--- config.mk ---
export PLATFORM = sky130hd
export DESIGN_NAME = ps2_host_tx_flat
export DESIGN_NICKNAME = d
export VERILOG_FILES = /design/src/rtl/ps2_pkg.sv /design/src/rtl/ps2_host_tx_if.sv /design/src/rtl/ps2_line_filter.sv /design/src/rtl/ps2_host_tx.sv /design/src/flat_wrapper.sv
export SDC_FILE = /design/constraint.sdc
export NUM_CORES = 1
export LEC_CHECK = 0
export BUFFER_PORTS_ARGS = -buffer_cell sky130_fd_sc_hd__buf_4
export CORE_MARGIN = 2
export CORE_UTILIZATION = 56
export DETAILED_ROUTE_END_ITERATION = 10
export PLACE_DENSITY = 0.72
export SLEW_MARGIN = 20
export SYNTH_ARGS = -nofsm -noshare
export SYNTH_HDL_FRONTEND = slang
export SYNTH_SLANG_ARGS = --single-unit
--- constraint.sdc ---
create_clock -name clk -period 1.8 [get_ports clk]
set_clock_uncertainty 0.05 [all_clocks]
set_input_delay 0.09 -clock clk [delete_from_list [all_inputs] [get_ports clk]]
set_output_delay 0.09 -clock clk [all_outputs]
set_load 0.02 [all_outputs]
--- src/rtl/ps2_pkg.sv ---
// ps2_pkg: shared states, default timings, frame layout and command bytes for the PS/2 host link.
package ps2_pkg;
  localparam logic [2:0] S_IDLE = 3'd0, S_INHIBIT = 3'd1, S_REQ = 3'd2, S_SEND = 3'd3, S_ACK = 3'd4, S_WAIT_IDLE = 3'd5;
  typedef enum logic [2:0] {
    IDLE      = S_IDLE,
    INHIBIT   = S_INHIBIT,
    REQ       = S_REQ,
    SEND      = S_SEND,
    ACK       = S_ACK,
    WAIT_IDLE = S_WAIT_IDLE
  } state_t;
  localparam int INHIBIT_CYCLES_DEF = 6000;
  localparam int TIMEOUT_CYCLES_DEF = 1_000_000;
  localparam int FILTER_LEN_DEF = 8;
  localparam int FRAME_LEN = 11;
  localparam logic [7:0] CMD_SET_LEDS = 8'hED, CMD_ENABLE = 8'hF4, CMD_RESET = 8'hFF, RSP_ACK = 8'hFA;
  // Start bit sits in bit 0 so the frame register alone drives the data line.
  function automatic logic [FRAME_LEN-1:0] make_frame(input logic [7:0] d);
    return {1'b1, ~^d, d, 1'b0};
  endfunction
endpackage

--- src/rtl/ps2_host_tx_if.sv ---
// ps2_host_tx_if: command handshake plus open-drain PS/2 pin signals of the host transmitter.
interface ps2_host_tx_if;
  logic [7:0] tx_data;
  logic tx_valid, tx_ready, busy, done_tick, err_tick;
  logic ps2c_in, ps2d_in, ps2c_oe, ps2d_oe;
  modport master (
    output tx_data, tx_valid, ps2c_in, ps2d_in,
    input  tx_ready, busy, done_tick, err_tick, ps2c_oe, ps2d_oe
  );
  modport slave (
    input  tx_data, tx_valid, ps2c_in, ps2d_in,
    output tx_ready, busy, done_tick, err_tick, ps2c_oe, ps2d_oe
  );
endinterface

--- src/rtl/ps2_line_filter.sv ---
// ps2_line_filter: 2-FF synchronizers for PS/2 clock/data, clock debounce and filtered-clock fall pulse.
module ps2_line_filter
  import ps2_pkg::*;
#(
  parameter int FILTER_LEN = FILTER_LEN_DEF
) (
  input  logic clk,
  input  logic resetn,
  input  logic c_raw,
  input  logic d_raw,
  output logic c_filt,
  output logic d_sync,
  output logic fall
);
  localparam int CW = $clog2(FILTER_LEN + 1);
  logic [1:0] c_s, d_s;
  logic [CW-1:0] cnt;
  logic flip;
  // Filtered clock only moves after FILTER_LEN consecutive differing samples.
  assign flip = c_s[1] != c_filt && cnt == CW'(FILTER_LEN - 1);
  assign d_sync = d_s[1];
  always_ff @(posedge clk or negedge resetn)
    if (!resetn) begin
      c_s <= '1;
      d_s <= '1;
      cnt <= '0;
      c_filt <= 1'b1;
      fall <= 1'b0;
    end else begin
      c_s <= {c_s[0], c_raw};
      d_s <= {d_s[0], d_raw};
      cnt <= (c_s[1] == c_filt || flip) ? '0 : cnt + CW'(1);
      c_filt <= flip ? c_s[1] : c_filt;
      fall <= flip && c_filt;
    end
endmodule

--- src/rtl/ps2_host_tx.sv ---
// ps2_host_tx: PS/2 host-to-device byte transmitter (inhibit, start, data, parity, stop, ACK).
// Define PS2_TX_TIMEOUT_EN to add a TIMEOUT_CYCLES watchdog that aborts a stalled transfer.
module ps2_host_tx
  import ps2_pkg::*;
#(
  parameter int INHIBIT_CYCLES = INHIBIT_CYCLES_DEF,
`ifdef PS2_TX_TIMEOUT_EN
  parameter int TIMEOUT_CYCLES = TIMEOUT_CYCLES_DEF,
`endif
  parameter int FILTER_LEN = FILTER_LEN_DEF
) (
  input logic clk,
  input logic resetn,
  ps2_host_tx_if.slave bus
);
  localparam int IW = $clog2(INHIBIT_CYCLES + 1);
  state_t state, state_n;
  logic [FRAME_LEN-1:0] frame;
  logic [3:0] bit_cnt;
  logic [IW-1:0] inh_cnt;
  logic c_filt, d_sync, fall, accept, abort, done, err;

  ps2_line_filter #(.FILTER_LEN(FILTER_LEN)) u_filter (
    .clk(clk),
    .resetn(resetn),
    .c_raw(bus.ps2c_in),
    .d_raw(bus.ps2d_in),
    .c_filt(c_filt),
    .d_sync(d_sync),
    .fall(fall)
  );

  assign accept = bus.tx_valid && state == IDLE;

`ifdef PS2_TX_TIMEOUT_EN
  localparam int TW = $clog2(TIMEOUT_CYCLES + 1);
  logic [TW-1:0] wd_cnt;
  always_ff @(posedge clk or negedge resetn)
    if (!resetn) wd_cnt <= '0;
    else if (accept) wd_cnt <= '0;
    else if (state != IDLE && wd_cnt != TW'(TIMEOUT_CYCLES)) wd_cnt <= wd_cnt + TW'(1);
  assign abort = state != IDLE && wd_cnt == TW'(TIMEOUT_CYCLES);
`else
  assign abort = 1'b0;
`endif

  always_ff @(posedge clk or negedge resetn)
    if (!resetn) state <= IDLE;
    else state <= state_n;

  always_comb begin
    state_n = state;
    done = 1'b0;
    err = 1'b0;
    unique case (state)
      IDLE:      state_n = accept ? INHIBIT : IDLE;
      INHIBIT:   state_n = inh_cnt == IW'(INHIBIT_CYCLES - 1) ? REQ : INHIBIT;
      REQ:       state_n = SEND;
      SEND:      state_n = (fall && bit_cnt == 4'd9) ? ACK : SEND;
      ACK: if (fall) begin
        state_n = d_sync ? IDLE : WAIT_IDLE;
        err = d_sync;
      end
      WAIT_IDLE: if (c_filt && d_sync) begin
        state_n = IDLE;
        done = 1'b1;
      end
      default:   state_n = IDLE;
    endcase
    // A completed handshake beats a watchdog expiring on the same cycle.
    if (abort && !done) begin
      state_n = IDLE;
      err = 1'b1;
    end
  end

  always_ff @(posedge clk or negedge resetn)
    if (!resetn) begin
      frame <= '1;
      bit_cnt <= '0;
      inh_cnt <= '0;
    end else begin
      if (accept) frame <= make_frame(bus.tx_data);
      else if (state == SEND && fall) frame <= {1'b1, frame[FRAME_LEN-1:1]};
      inh_cnt <= state == INHIBIT ? inh_cnt + IW'(1) : '0;
      bit_cnt <= state == SEND ? bit_cnt + 4'(fall) : '0;
    end

  assign bus.tx_ready = state == IDLE;
  assign bus.busy = state != IDLE;
  assign bus.done_tick = done;
  assign bus.err_tick = err;
  assign bus.ps2c_oe = (state == INHIBIT || state == REQ) && !abort;
  assign bus.ps2d_oe = (state == REQ || state == SEND || state == ACK) && !frame[0] && !abort;
endmodule

--- src/flat_wrapper.sv ---
// flat-port wrapper written by rule: the top's interface ports become plain ports
module ps2_host_tx_flat import ps2_pkg::*;
#(
  parameter int INHIBIT_CYCLES = INHIBIT_CYCLES_DEF,

  parameter int FILTER_LEN = FILTER_LEN_DEF
)
  (clk, resetn, bus_tx_data, bus_tx_valid, bus_ps2c_in, bus_ps2d_in, bus_tx_ready, bus_busy, bus_done_tick, bus_err_tick, bus_ps2c_oe, bus_ps2d_oe);
  ps2_host_tx_if bus_i ();
  input logic clk;
  input logic resetn;
  input wire logic [$bits(bus_i.tx_data)-1:0] bus_tx_data;
  input wire logic [$bits(bus_i.tx_valid)-1:0] bus_tx_valid;
  input wire logic [$bits(bus_i.ps2c_in)-1:0] bus_ps2c_in;
  input wire logic [$bits(bus_i.ps2d_in)-1:0] bus_ps2d_in;
  output wire logic [$bits(bus_i.tx_ready)-1:0] bus_tx_ready;
  output wire logic [$bits(bus_i.busy)-1:0] bus_busy;
  output wire logic [$bits(bus_i.done_tick)-1:0] bus_done_tick;
  output wire logic [$bits(bus_i.err_tick)-1:0] bus_err_tick;
  output wire logic [$bits(bus_i.ps2c_oe)-1:0] bus_ps2c_oe;
  output wire logic [$bits(bus_i.ps2d_oe)-1:0] bus_ps2d_oe;
  assign bus_i.tx_data = bus_tx_data;
  assign bus_i.tx_valid = bus_tx_valid;
  assign bus_i.ps2c_in = bus_ps2c_in;
  assign bus_i.ps2d_in = bus_ps2d_in;
  assign bus_tx_ready = bus_i.tx_ready;
  assign bus_busy = bus_i.busy;
  assign bus_done_tick = bus_i.done_tick;
  assign bus_err_tick = bus_i.err_tick;
  assign bus_ps2c_oe = bus_i.ps2c_oe;
  assign bus_ps2d_oe = bus_i.ps2d_oe;
  ps2_host_tx #(.INHIBIT_CYCLES(INHIBIT_CYCLES), .FILTER_LEN(FILTER_LEN)) u_core (.clk(clk), .resetn(resetn), .bus(bus_i));
endmodule
## After elaboration in Yosys (flattened, before gate mapping)

Index checks and enable logic that the tools add are counted.

- Flip-flop bits (word level): 41
- Input bits: 13
- Word-level logic and storage cells: 57

- $add $sub $neg: 3
- Equality and inequality tests: 12
- Muxes and demuxes: 16
- Reduce and logical (&&, ||, !) cells: 17

Operators with widths:

| cell | count |
|---|---|
| 11-bit two-way mux | 2 |
| 3-bit case mux with 6 select lines | 1 |
| 13-bit by 1-bit adder with 13-bit output, second input constant | 1 |
| 13-bit equality test, second input constant | 1 |
| 13-bit two-way mux | 1 |
| 3-bit two-way mux | 4 |
| 4-bit two-way mux | 2 |
| 8-bit XNOR reduction | 1 |
| 1-bit logical AND | 7 |
| 3-bit by 2-bit equality test with 1-bit output, second input constant | 2 |
| 3-bit equality test, second input constant | 2 |
| 1-bit two-way mux | 5 |
| 4-bit by 1-bit adder with 4-bit output | 1 |
| 4-bit by 1-bit adder with 4-bit output, second input constant | 1 |
| 4-bit by 3-bit equality test with 1-bit output, second input constant | 1 |
| 4-bit equality test, second input constant | 1 |
| 1-bit logical OR | 4 |
| 3-bit by 1-bit equality test with 1-bit output, second input constant | 1 |
| 3-bit zero test | 1 |
| 3-bit nonzero test | 1 |
| 2-bit two-way mux | 1 |
| 2-bit by 1-bit inequality test with 1-bit output, second input constant | 1 |
| 2-bit inequality test, second input constant | 1 |
| 2-bit AND reduction | 1 |
| other kinds (4) | 4 |

## Depth between registers and ports, before layout

Gate-level depths: netlist of the first run.

- Word-level depth: 4
- Depth in mapped cells: 7
- Mapped depth without buffers: 5

## Cells and area by module

Synthesis of the first run repeated with hierarchy kept, for this count alone.

- Cell total of the unflattened synthesis: 186
- Area, all modules: 1995.7 um^2

Modules (own cells, without submodules):

| module | times used | cells each | area each (um^2) | sequential area each (um^2) |
|---|---|---|---|---|
| ps2_host_tx | 1 | 162 | 1620.3 | 763.2 |
| ps2_line_filter | 1 | 24 | 375.4 | 256.5 |

## Worst setup path after synthesis of the first run

OpenSTA, ideal clock, no wires.

- Kind: register to output
- Start: reg u_core.state[0]
- End: out bus_busy
- Data arrival time: 1391 ps
- Path slack: 269 ps
- Stages on the path, launching flop included: 4
- Cell sequence: dfrtp_1 clkbuf_1 nor3_1 inv_1

- Longest elaborated chain between the ends: 1

RTL lines:

| element | RTL line | RTL |
|---|---|---|
| start, declared | ps2_host_tx.sv:17 | `state_t state, state_n;` |
| start signal, assigned | ps2_host_tx.sv:49 | `else state <= state_n;` |
| 3-bit nonzero test | ps2_host_tx.sv:90 | `assign bus.busy = state != IDLE;` |
| end, declared | flat_wrapper.sv:17 | `output wire logic [$bits(bus_i.busy)-1:0] bus_busy;` |

Every way passes these cells.

## Worst setup path in the final report of the first run

- Start: reg u_core.state[2]
- End: out bus_done_tick

- Longest elaborated chain between the ends: 2

RTL lines:

| element | RTL line | RTL |
|---|---|---|
| 3-bit equality test | ps2_host_tx.sv:55 | `unique case (state)` |
| 1-bit two-way mux | ps2_host_tx.sv:55 |  |
| end, declared | flat_wrapper.sv:18 | `output wire logic [$bits(bus_i.done_tick)-1:0] bus_done_tick;` |

Every way passes these cells.

==> flow_metrics.env, run 1 <==
export IMPL_cts_buffers=5
export IMPL_synth_area_mm2=0.001967
export IMPL_busiest_layer="met2"
export IMPL_antennaDiodeCount=0
export IMPL_io_pin_count=19
export IMPL_worstSetupEndpoint="bus_done_tick"
export IMPL_grt_pass1_vias=1430
export IMPL_nets=229
export IMPL_cts_max_level=2
export IMPL_grt_pass1_wl_um=6072
export IMPL_ys_seq_area_share_pct=51.84
export IMPL_routed_wl_um=3583
export IMPL_cp_max_fo=8
export IMPL_fillers=301
export IMPL_syn_nets=203
export IMPL_cts_root_buf="clkbuf_4"
export IMPL_grt_overflow_total=0
export IMPL_multiInputGateArea_um2=874.6
export IMPL_ys_types=36
export IMPL_dr_total_vias=1393
export IMPL_power_leakage_nw=0.9693
export IMPL_crit_top_cell="nor2_1"
export IMPL_post_cts_buffers=0
export IMPL_grtUsageMet3_pct=4.107
export IMPL_r2r_cells=5
export IMPL_post_drt_wl_per_cell_um=13.83
export IMPL_reg2reg_slack_ns=0.28
export IMPL_floorplan_initialDensity_pct=58.48
export IMPL_cts_sinks=40
export IMPL_clock_fmax_ghz=0.6128
export IMPL_cp_start_kind="flop"
export IMPL_finalHoldViolCount=0
export IMPL_drtAntennaViolNets=0
export IMPL_cp_data_arrival_time_ns=1.49
export IMPL_met1_usage_pct=23.37
export IMPL_max_cap_viol_count=0
export IMPL_grt_max_degree=41
export IMPL_placementRows=21
export IMPL_coreArea_mm2=0.003363
export IMPL_syn_avg_cell_area_um2=10.57
export IMPL_worstSetupPathType="flop to output port"
export IMPL_tightest_slew_ns=0.4849
export IMPL_r2r_end="u_core.frame[9]"
export IMPL_synthTopCellsByArea="dfrtp_1, dfstp_2, xnor2_1, nor2_1, mux2i_1"
export IMPL_place_gp_congestion=0.7772
export IMPL_synthToLayoutAreaGrowth_pct=13.61
export IMPL_dieArea_mm2=0.004002
export IMPL_drc=0
export IMPL_placed_area_mm2=0.002132
export IMPL_clk_latency_ns=0.35
export IMPL_dr_pass1_iters=4
export IMPL_use_met2_pct=33.78
export IMPL_fin_crit_sh_pct=90.66
export IMPL_worstPathCellList="inv_1 > nor2_1 > nand2_1 > nor2_1 > buf_4"
export IMPL_synth_seq_cells=40
export IMPL_critPathRequiredTime_ns=1.66
export IMPL_status="complete, no violations"
export IMPL_drt_iter0_drc=53
export IMPL_seq_area_mm2=0.001021
export IMPL_antenna_found_initial=0
export IMPL_cts_tree="built"
export IMPL_die_x_um=63.27
export IMPL_tns_ns=0
export IMPL_yosysTopAreaCellShare_pct=31.81
export IMPL_port_buffers=18
export IMPL_clockBufferDepth=2
export IMPL_hp_class="primary input to flop"
export IMPL_path_depth=5
export IMPL_ys_warn_count=0
export IMPL_grt_setup_unrepaired="no"
export IMPL_relSlewSlack_pct=67.67
export IMPL_yosysTopAreaCell="dfrtp_1"
export IMPL_viasPerCell=5.378
export IMPL_power_density_mw_per_mm2=763.9
export IMPL_stdcell_area_mm2=0.002235
export IMPL_cpPeakStageDelay_ns=0.46
export IMPL_syn_inst=186
export IMPL_dp_hpwl_um=2516
export IMPL_cp_slowest_cell="dfrtp_2"
export IMPL_critPathLaunch="u_core.state[2]"
export IMPL_setup_violations=0
export IMPL_cpLargestDelayFamily="flip-flops"
export IMPL_drive_above_1_share_pct=25.82
export IMPL_die_y_um=63.27
export IMPL_grt_use_total_pct=19.50
export IMPL_slew_viol_final=0
export IMPL_vdd_drop_max_v=0.0005983
export IMPL_clk_pin_slew_ns=0.12
export IMPL_end_kind="output port"
export IMPL_r2r_start="u_core.state[2]"
export IMPL_path_buf_inv=2
export IMPL_min_period_ns=1.632
worst register-to-register path, cell delays in order, from the launching register on:
cell and delay, ns:
dfrtp_2 0.48, nor4b_2 0.31, nand2b_1 0.14, buf_4 0.23, nor2_1 0.10, a21oi_1 0.14
cells by family (layout without fill, tap and decap cells):
family                     count (synthesis)  after routing  synth area share [%]
and+or+nand+nor                           81             81                 20.99
DFF                                       40             40                 51.84
xor gates and xnor gates                  23             23                 10.24
AOI/OAI and AO/OA                         17             17                 5.535
buffers and inverters                     11             38                 3.689
muxes                                     10             10                 5.153
adders and majority gates                  4              4                 2.545
metal layers:
layer	routed length, um	vias up
met4	80	0
met5	0	-
li1	-	687
met3	116	9
met2	1744	23
met1	1640	674
flip-flops by register name, indices dropped and copies added (netlist names):
signal / count
u_core.u_filter.fall: 1
u_core.u_filter.c_filt: 1
u_core.state: 3
u_core.frame: 10
u_core.u_filter.cnt: 4
u_core.bit_cnt: 4
u_core.inh_cnt: 13
u_core.u_filter.d_s: 2
u_core.u_filter.c_s: 2
power by group:
part           internal (mW)  leakage (nW)  switching, mW  total, mW
Clock                  0.186        0.0380          0.289      0.475
Sequential             0.978         0.482         0.0448       1.02
Combinational          0.105         0.449          0.104      0.210
Total                   1.27         0.969          0.438       1.71
cells in the final DEF (no fill, tap or decap), types with 2 or more instances in the layout:
| master | synthesis | routed |
|---|---|---|
| a21oi_1 | 8 | 8 |
| a21oi_2 | 4 | 4 |
| and3_1 | 6 | 6 |
| buf_4 | 1 | 22 |
| clkbuf_4 | 0 | 5 |
| clkinv_2 | 0 | 2 |
| dfrtp_1 | 25 | 24 |
| dfstp_2 | 15 | 15 |
| dlygate4sd3_1 | 0 | 4 |
| ha_1 | 4 | 4 |
| inv_1 | 4 | 4 |
| mux2i_1 | 9 | 9 |
| nand2_1 | 11 | 11 |
| nand2b_1 | 3 | 3 |
| nand3_1 | 7 | 7 |
| nand4_1 | 6 | 6 |
| nor2_1 | 32 | 32 |
| nor2_2 | 2 | 2 |
| nor3_1 | 4 | 4 |
| nor3b_1 | 2 | 2 |
| o21ai_0 | 2 | 2 |
| xnor2_1 | 14 | 14 |
| xor2_1 | 9 | 9 |
metrics by stage:
| stage | power (mW) | hold slack, ns | std cells | setup slack [ns] | util [%] |
|---|---|---|---|---|---|
| after detailed placement | 1.241 | 0.03743 | 247 | 0.3026 | 63.39 |
| after global routing | 1.801 | 0.01661 | 259 | 0.04131 | 66.44 |
| final | 1.707 | 0.01612 | 259 | 0.1681 | 66.44 |
| after CTS | 1.720 | 0.003979 | 258 | 0.09270 | 66.11 |
| after global placement | 1.226 | 0.02657 | 247 | 0.3697 | 63.39 |
| after floorplan | 1.166 | -0.2556 | 186 | 0.2692 | - |
worst min-delay path by stage:
stage | from | to | depth (start not counted)
2_1_floorplan | resetn | u_core.bit_cnt[0] | 0
4_1_cts | bus_tx_data[3] | u_core.frame[4] | 3
5_1_grt | bus_tx_data[3] | u_core.frame[4] | 3
6_report | bus_tx_data[3] | u_core.frame[4] | 3
3_5_place_dp | resetn | u_core.bit_cnt[2] | 1
3_3_place_gp | resetn | u_core.bit_cnt[2] | 1
synth_stat cells:
library cell,count
inv_1,4
nand4b_1,1
and2b_2,1
o2bb2ai_1,1
ha_1,4
nand2b_1,3
nor4b_2,1
a21oi_2,4
and4b_1,1
nor2_2,2
a31oi_1,1
nor3b_1,2
buf_6,1
and3_1,6
nand3b_1,1
nand3_1,7
mux2i_1,9
nor3_1,4
and4_1,1
dfrtp_1,25
nand2_1,11
nor4bb_1,1
dfstp_2,15
o221ai_1,1
or3_1,1
xor2_1,9
mux2_2,1
nor2_1,32
buf_4,1
buf_12,1
a21oi_1,8
buf_2,3
clkbuf_1,1
o21ai_0,2
xnor2_1,14
nand4_1,6
area by class of cell:
cell class                 count  share of cell area [%]
tap                           46                   2.576
sequential                    40                   45.69
clock inverter                 2                  0.4479
multi-input combinational    135                   39.14
timing repair buffer          26                   9.183
clock buffer                   6                   2.296
inverter                       4                  0.6719
timing repair:
action | 4_1_cts | 5_1_grt
hold buffers | 3 | 1
endpoints found under the setup margin | 0 | 3
gates resized for setup | 0 | 1
hold endpoints to repair | 41 | 1
Note: power is estimated with default switching activity, not from simulation.
==> run 2, diff against run 1 <==
- clock period: 1.8 -> 2.1 ns (I/O delays scaled with it)
==> flow_metrics.env, run 2 (synthesis gave the netlist of run 1 again) <==
export IMPL_clockBufferDepth=2
export IMPL_status="complete, no violations"
export IMPL_dp_hpwl_um=2377
export IMPL_die_x_um=63.27
export IMPL_cp_data_arrival_time_ns=1.60
export IMPL_min_period_ns=1.760
export IMPL_end_kind="output port"
export IMPL_floorplan_initialDensity_pct=58.48
export IMPL_layout_cells_non_filler=256
export IMPL_post_cts_buffers=0
export IMPL_port_buffers=18
export IMPL_cp_max_fo=8
export IMPL_sw_frac_of_total_pct=22.57
export IMPL_grt_setup_unrepaired="no"
export IMPL_finalHoldViolCount=0
export IMPL_synthToLayoutAreaGrowth_pct=13.99
export IMPL_relSlewSlack_pct=67.93
export IMPL_drive_above_1_share_pct=24.76
export IMPL_tightest_slew_ns=0.4810
export IMPL_grt_overflow_total=0
export IMPL_nets=226
export IMPL_p_switching_mw=0.3627
export IMPL_drtAntennaViolNets=0
export IMPL_io_pin_count=19
export IMPL_hp_class="primary input to flop"
export IMPL_coreArea_mm2=0.003363
export IMPL_cts_resized_gates=0
export IMPL_worstSetupPathType="flop to output port"
export IMPL_max_cap_viol_count=0
export IMPL_tns_ns=0
export IMPL_cts_max_level=2
export IMPL_dp_cells=245
export IMPL_grt_max_degree=41
export IMPL_largest_reg_flops=13
export IMPL_seq_area_mm2=0.001020
export IMPL_cts_buffers=5
export IMPL_critPathRequiredTime_ns=1.95
export IMPL_reg2reg_slack_ns=0.51
export IMPL_layout_commonest_cell="nor2_1"
export IMPL_stdcell_area_mm2=0.002242
export IMPL_cts_sinks=40
export IMPL_cts_tree="built"
export IMPL_vdd_drop_max_v=0.0004971
export IMPL_viasPerCell=5.270
export IMPL_dr_total_vias=1349
export IMPL_top_regs="u_core.inh_cnt: 13 flops, u_core.frame: 10 flops"
export IMPL_clock_fmax_ghz=0.5683
export IMPL_power_share_combinational_pct=10.9
export IMPL_mostFrequentLayoutCells="nor2_1, dfrtp_1, buf_4"
export IMPL_post_drt_wl_per_cell_um=12.99
export IMPL_routed_wl_um=3326
export IMPL_die_y_um=63.27
export IMPL_top_register="u_core.inh_cnt"
export IMPL_cp_start_kind="flop"
export IMPL_drc=0
export IMPL_placed_area_mm2=0.002117
export IMPL_placementRows=21
export IMPL_clk_latency_ns=0.34
export IMPL_place_gp_congestion=0.7902
export IMPL_grt_pass1_wl_um=5878
export IMPL_grt_pass1_vias=1331
export IMPL_slew_viol_final=0
export IMPL_grt_use_total_pct=19.05
export IMPL_power_density_mw_per_mm2=716.7
export IMPL_clockPowerShare_pct=34.6
export IMPL_multiInputGateArea_um2=874.6
export IMPL_drt_iter0_drc=64
export IMPL_holdBufCountCts=3
export IMPL_setup_violations=0
export IMPL_fillers=289
export IMPL_antenna_found_initial=0
export IMPL_fin_crit_sh_pct=83.79
export IMPL_clk_pin_slew_ns=0.12
export IMPL_hold_ws_ns=0.02045
export IMPL_cts_root_buf="clkbuf_4"
export IMPL_dr_pass1_iters=4
export IMPL_seq_power_share_pct=54.5
export IMPL_finalPower_mw=1.607
export IMPL_dieArea_mm2=0.004002
export IMPL_antennaDiodeCount=0
export IMPL_cell_internal_pwr_mw=1.244
export IMPL_power_leakage_nw=0.9706
==> run 2: cell types whose count changed in the layout (fill, tap and decap cells not counted) <==
| cell | previous run | this run |
|---|---|---|
| bufinv_16 | 0 | 1 |
| clkbuf_8 | 1 | 2 |
| dfrtp_2 | 1 | 0 |
| clkinv_2 | 2 | 0 |
| dlygate4sd3_1 | 4 | 3 |
| buf_4 | 22 | 20 |
| dfrtp_1 | 24 | 25 |
==> run 2: final cells by class <==
type | instances | share of cell area (%)
clock buffers | 7 | 2.902
repair buffers | 23 | 8.036
inverters | 4 | 0.6696
clock inverters | 1 | 1.339
well taps | 46 | 2.567
flip-flops and latches | 40 | 45.48
multi-input cells | 135 | 39.01
==> run 2: final timing paths <==
path	startpoint	end	depth (start not counted)
worst max register to register	u_core.state[0]	u_core.frame[6]	4
worst min-delay path	bus_tx_data[0]	u_core.frame[1]	3
min in group asynchronous	resetn	u_core.bit_cnt[3]	2
worst max-delay path	u_core.state[2]	bus_err_tick	5
worst min register to register	u_core.u_filter.c_s[0]	u_core.u_filter.c_s[1]	0
max in group asynchronous	resetn	u_core.u_filter.d_s[1]	2
==> run 2: power groups by stage <==
stage | Sequential (mW) | Clock, mW | Combinational (mW)
floorplan | 0.880 | 0 | 0.119
global placement | 0.887 | 0 | 0.165
detailed placement | 0.889 | 0 | 0.172
CTS | 0.876 | 0.575 | 0.177
global route | 0.884 | 0.609 | 0.204
finish | 0.876 | 0.556 | 0.175
==> run 2: metrics by stage <==
stage	worst slack (ns)	utilization, %
final	0.3403	66.67
after global routing	0.1414	66.67
after CTS	0.3148	66.67
after detailed placement	0.5319	62.95
after global placement	0.5950	62.95
after floorplan	0.5542	-
==> run 2: worst max-delay path: stages, from the launching register on <==
cell	delay, ns
dfrtp_1	0.50
inv_1	0.13
nor2_1	0.25
nand2_1	0.12
nor2_1	0.12
buf_4	0.15
==> run 2: metal layers <==
metal / wire length (um) / global-route usage (%) / up-vias
met5: 0 / 0 / -
met4: 67 / 10.33 / 0
met3: 103 / 4.464 / 6
met2: 1589 / 30.85 / 23
met1: 1565 / 23.66 / 641
li1: - / - / 679
==> run 3, diff against run 2 <==
- ABC_AREA: default -> 1
- CORE_UTILIZATION: 56 -> 53
- PLACE_DENSITY: 0.72 -> 0.71
- clock period: 2.1 -> 1.6 ns (I/O delays scaled with it)
==> flow_metrics.env, run 3 <==
export IMPL_r2r_start="u_core.state[1]"
export IMPL_antennaDiodeCount=0
export IMPL_power_density_mw_per_mm2=818.8
export IMPL_largest_reg_flops=13
export IMPL_power_leakage_nw=1.303
export IMPL_placementRows=23
export IMPL_synthTopCellsByArea="dfrtp_1, dfstp_2, nand2_1, inv_1, nor2_1"
export IMPL_cts_max_level=2
export IMPL_top_regs="u_core.inh_cnt: 13 flops, u_core.frame: 10 flops"
export IMPL_synthToLayoutAreaGrowth_pct=16.08
export IMPL_drt_iter0_drc=91
export IMPL_cts_buffers=5
export IMPL_synth_seq_cells=40
export IMPL_clk_latency_ns=0.29
export IMPL_floorplan_initialDensity_pct=54.27
export IMPL_end_kind="output port"
export IMPL_synth_most_common_cell="nand2_1"
export IMPL_drtAntennaViolNets=0
export IMPL_grt_use_total_pct=19.60
export IMPL_fin_crit_sh_pct=90.35
export IMPL_top_register="u_core.inh_cnt"
export IMPL_cts_tree="built"
export IMPL_post_cts_buffers=0
export IMPL_dp_hpwl_um=2691
export IMPL_die_y_um=67.54
export IMPL_drc=0
export IMPL_vdd_drop_max_v=0.0006760
export IMPL_drive_above_1_share_pct=20.07
export IMPL_port_buffers=18
export IMPL_cp_max_fo=4
export IMPL_r2r_cells=7
export IMPL_critPathLaunch="u_core.state[1]"
export IMPL_cts_sinks=40
export IMPL_dr_pass1_iters=4
export IMPL_syn_nets=290
export IMPL_min_period_ns=1.446
export IMPL_clk_pin_slew_ns=0.07
export IMPL_ys_types=28
export IMPL_syn_avg_cell_area_um2=7.837
export IMPL_status="complete, no violations"
export IMPL_coreArea_mm2=0.003943
export IMPL_ys_warn_count=0
export IMPL_worstSetupPathType="flop to output port"
export IMPL_worst_slack_ns=0.1545
export IMPL_io_pin_count=19
export IMPL_place_gp_congestion=0.8117
export IMPL_nets=320
export IMPL_critPathRequiredTime_ns=1.47
export IMPL_syn_inst=273
export IMPL_yosysTopAreaCellShare_pct=29.24
export IMPL_cts_root_buf="clkbuf_8"
export IMPL_viasPerCell=4.780
export IMPL_grt_max_degree=41
export IMPL_antenna_found_initial=0
export IMPL_grt_pass1_wl_um=6513
export IMPL_dieArea_mm2=0.004561
export IMPL_dr_total_vias=1692
export IMPL_reg2reg_slack_ns=0.17
export IMPL_die_x_um=67.54
export IMPL_finalHoldViolCount=0
export IMPL_tightest_slew_ns=0.4718
export IMPL_synth_edf_count=0
export IMPL_cp_data_arrival_time_ns=1.32
export IMPL_worstSetupEndpoint="bus_err_tick"
export IMPL_cp_start_kind="flop"
export IMPL_mostFrequentLayoutCells="nand2_1, inv_1, nor2_1"
export IMPL_slew_viol_final=0
export IMPL_layout_commonest_cell="nand2_1"
export IMPL_synthFlopType="dfrtp_1"
export IMPL_grt_pass1_vias=1554
export IMPL_hp_class="primary input to flop"
export IMPL_relSlewSlack_pct=68.55
export IMPL_ys_seq_area_share_pct=47.66
export IMPL_r2r_end="u_core.frame[1]"
export IMPL_synth_area_mm2=0.002140
export IMPL_grt_setup_unrepaired="no"
export IMPL_yosysTopAreaCell="dfrtp_1"
export IMPL_routed_wl_um=3751
export IMPL_dp_slack_ns=0.2091
export IMPL_synthArstFlopShare_pct=100.0
export IMPL_grt_overflow_total=0
export IMPL_clock_fmax_ghz=0.6918
export IMPL_max_cap_viol_count=0
export IMPL_clockBufferDepth=2
export IMPL_setup_violations=0
export IMPL_tns_ns=0
export IMPL_post_drt_wl_per_cell_um=10.60
export IMPL_synth_commonest_cells="nand2_1, inv_1, nor2_1, dfrtp_1, dfstp_2"
==> run 3: power by group <==
part           leakage [nW]  switching (mW)  internal (mW)
clock                0.0455           0.323          0.351
combinational         0.773           0.128         0.0957
sequential            0.485          0.0404           1.10
total                  1.30           0.491           1.54
==> run 3: metrics by stage <==
stage,hold WS [ns],util (%),instance area (um2),cells,total power [mW]
detailed placement,0.02886,59.06,2328,340,1.367
global route,0.02455,63.00,2484,354,2.167
finish,0.02497,63.00,2484,354,2.034
CTS,0.01096,62.87,2479,354,2.065
global placement,0.02947,59.06,2328,340,1.362
floorplan,-0.2656,-,2140,273,1.284
==> run 3: worst max-delay path, stage by stage, from the launching register on <==
cell and delay (ns):
dfrtp_1 0.43, nor2_2 0.15, nand2_1 0.09, nor3_1 0.18, buf_4 0.18
==> run 3: routing by layer <==
metal / track usage (%) / vias to the layer above / routed length (um)
met5: 0 / - / 0
met4: 8.418 / 0 / 76
met3: 6.167 / 5 / 114
met2: 30.51 / 21 / 1657
met1: 25.11 / 756 / 1903
li1: - / 910 / -
==> run 3: cells by family after synthesis <==
logic type | share of synthesized area (%)
buffers and inverters | 9.882
xor gates and xnor gates | 2.047
AOI/OAI and AO/OA | 11.11
DFF | 47.66
and+or+nand+nor | 26.96
adders and majority gates | 2.339
==> run 3: how the worst min path moves through the flow <==
| stage | from | endpoint | slack [ns] | cells past startpoint |
|---|---|---|---|---|
| 2_1_floorplan | resetn | u_core.bit_cnt[0] | -0.27 | 0 |
| 3_3_place_gp | resetn | u_core.inh_cnt[8] | 0.03 | 1 |
| 3_5_place_dp | resetn | u_core.inh_cnt[8] | 0.03 | 1 |
| 4_1_cts | bus_tx_data[1] | u_core.frame[2] | 0.01 | 3 |
| 5_1_grt | bus_tx_data[5] | u_core.frame[6] | 0.02 | 3 |
| 6_report | bus_tx_data[5] | u_core.frame[6] | 0.02 | 3 |
==> run 3: layout make-up <==
cell class | instances | area, um2
fill | 344 | 1459
sequential | 40 | 1020
multi-input combinational | 179 | 913.4
timing repair buffer | 25 | 202.7
inverter | 52 | 195.2
clock buffer | 8 | 90.09
tap | 50 | 62.56
==> run 3: timing repair <==
action / in CTS / in global routing
resized for setup: 0 / 1
hold buffers: 6 / 0
endpoints found under the hold margin: 30 / 0
setup endpoints to repair: 0 / 1
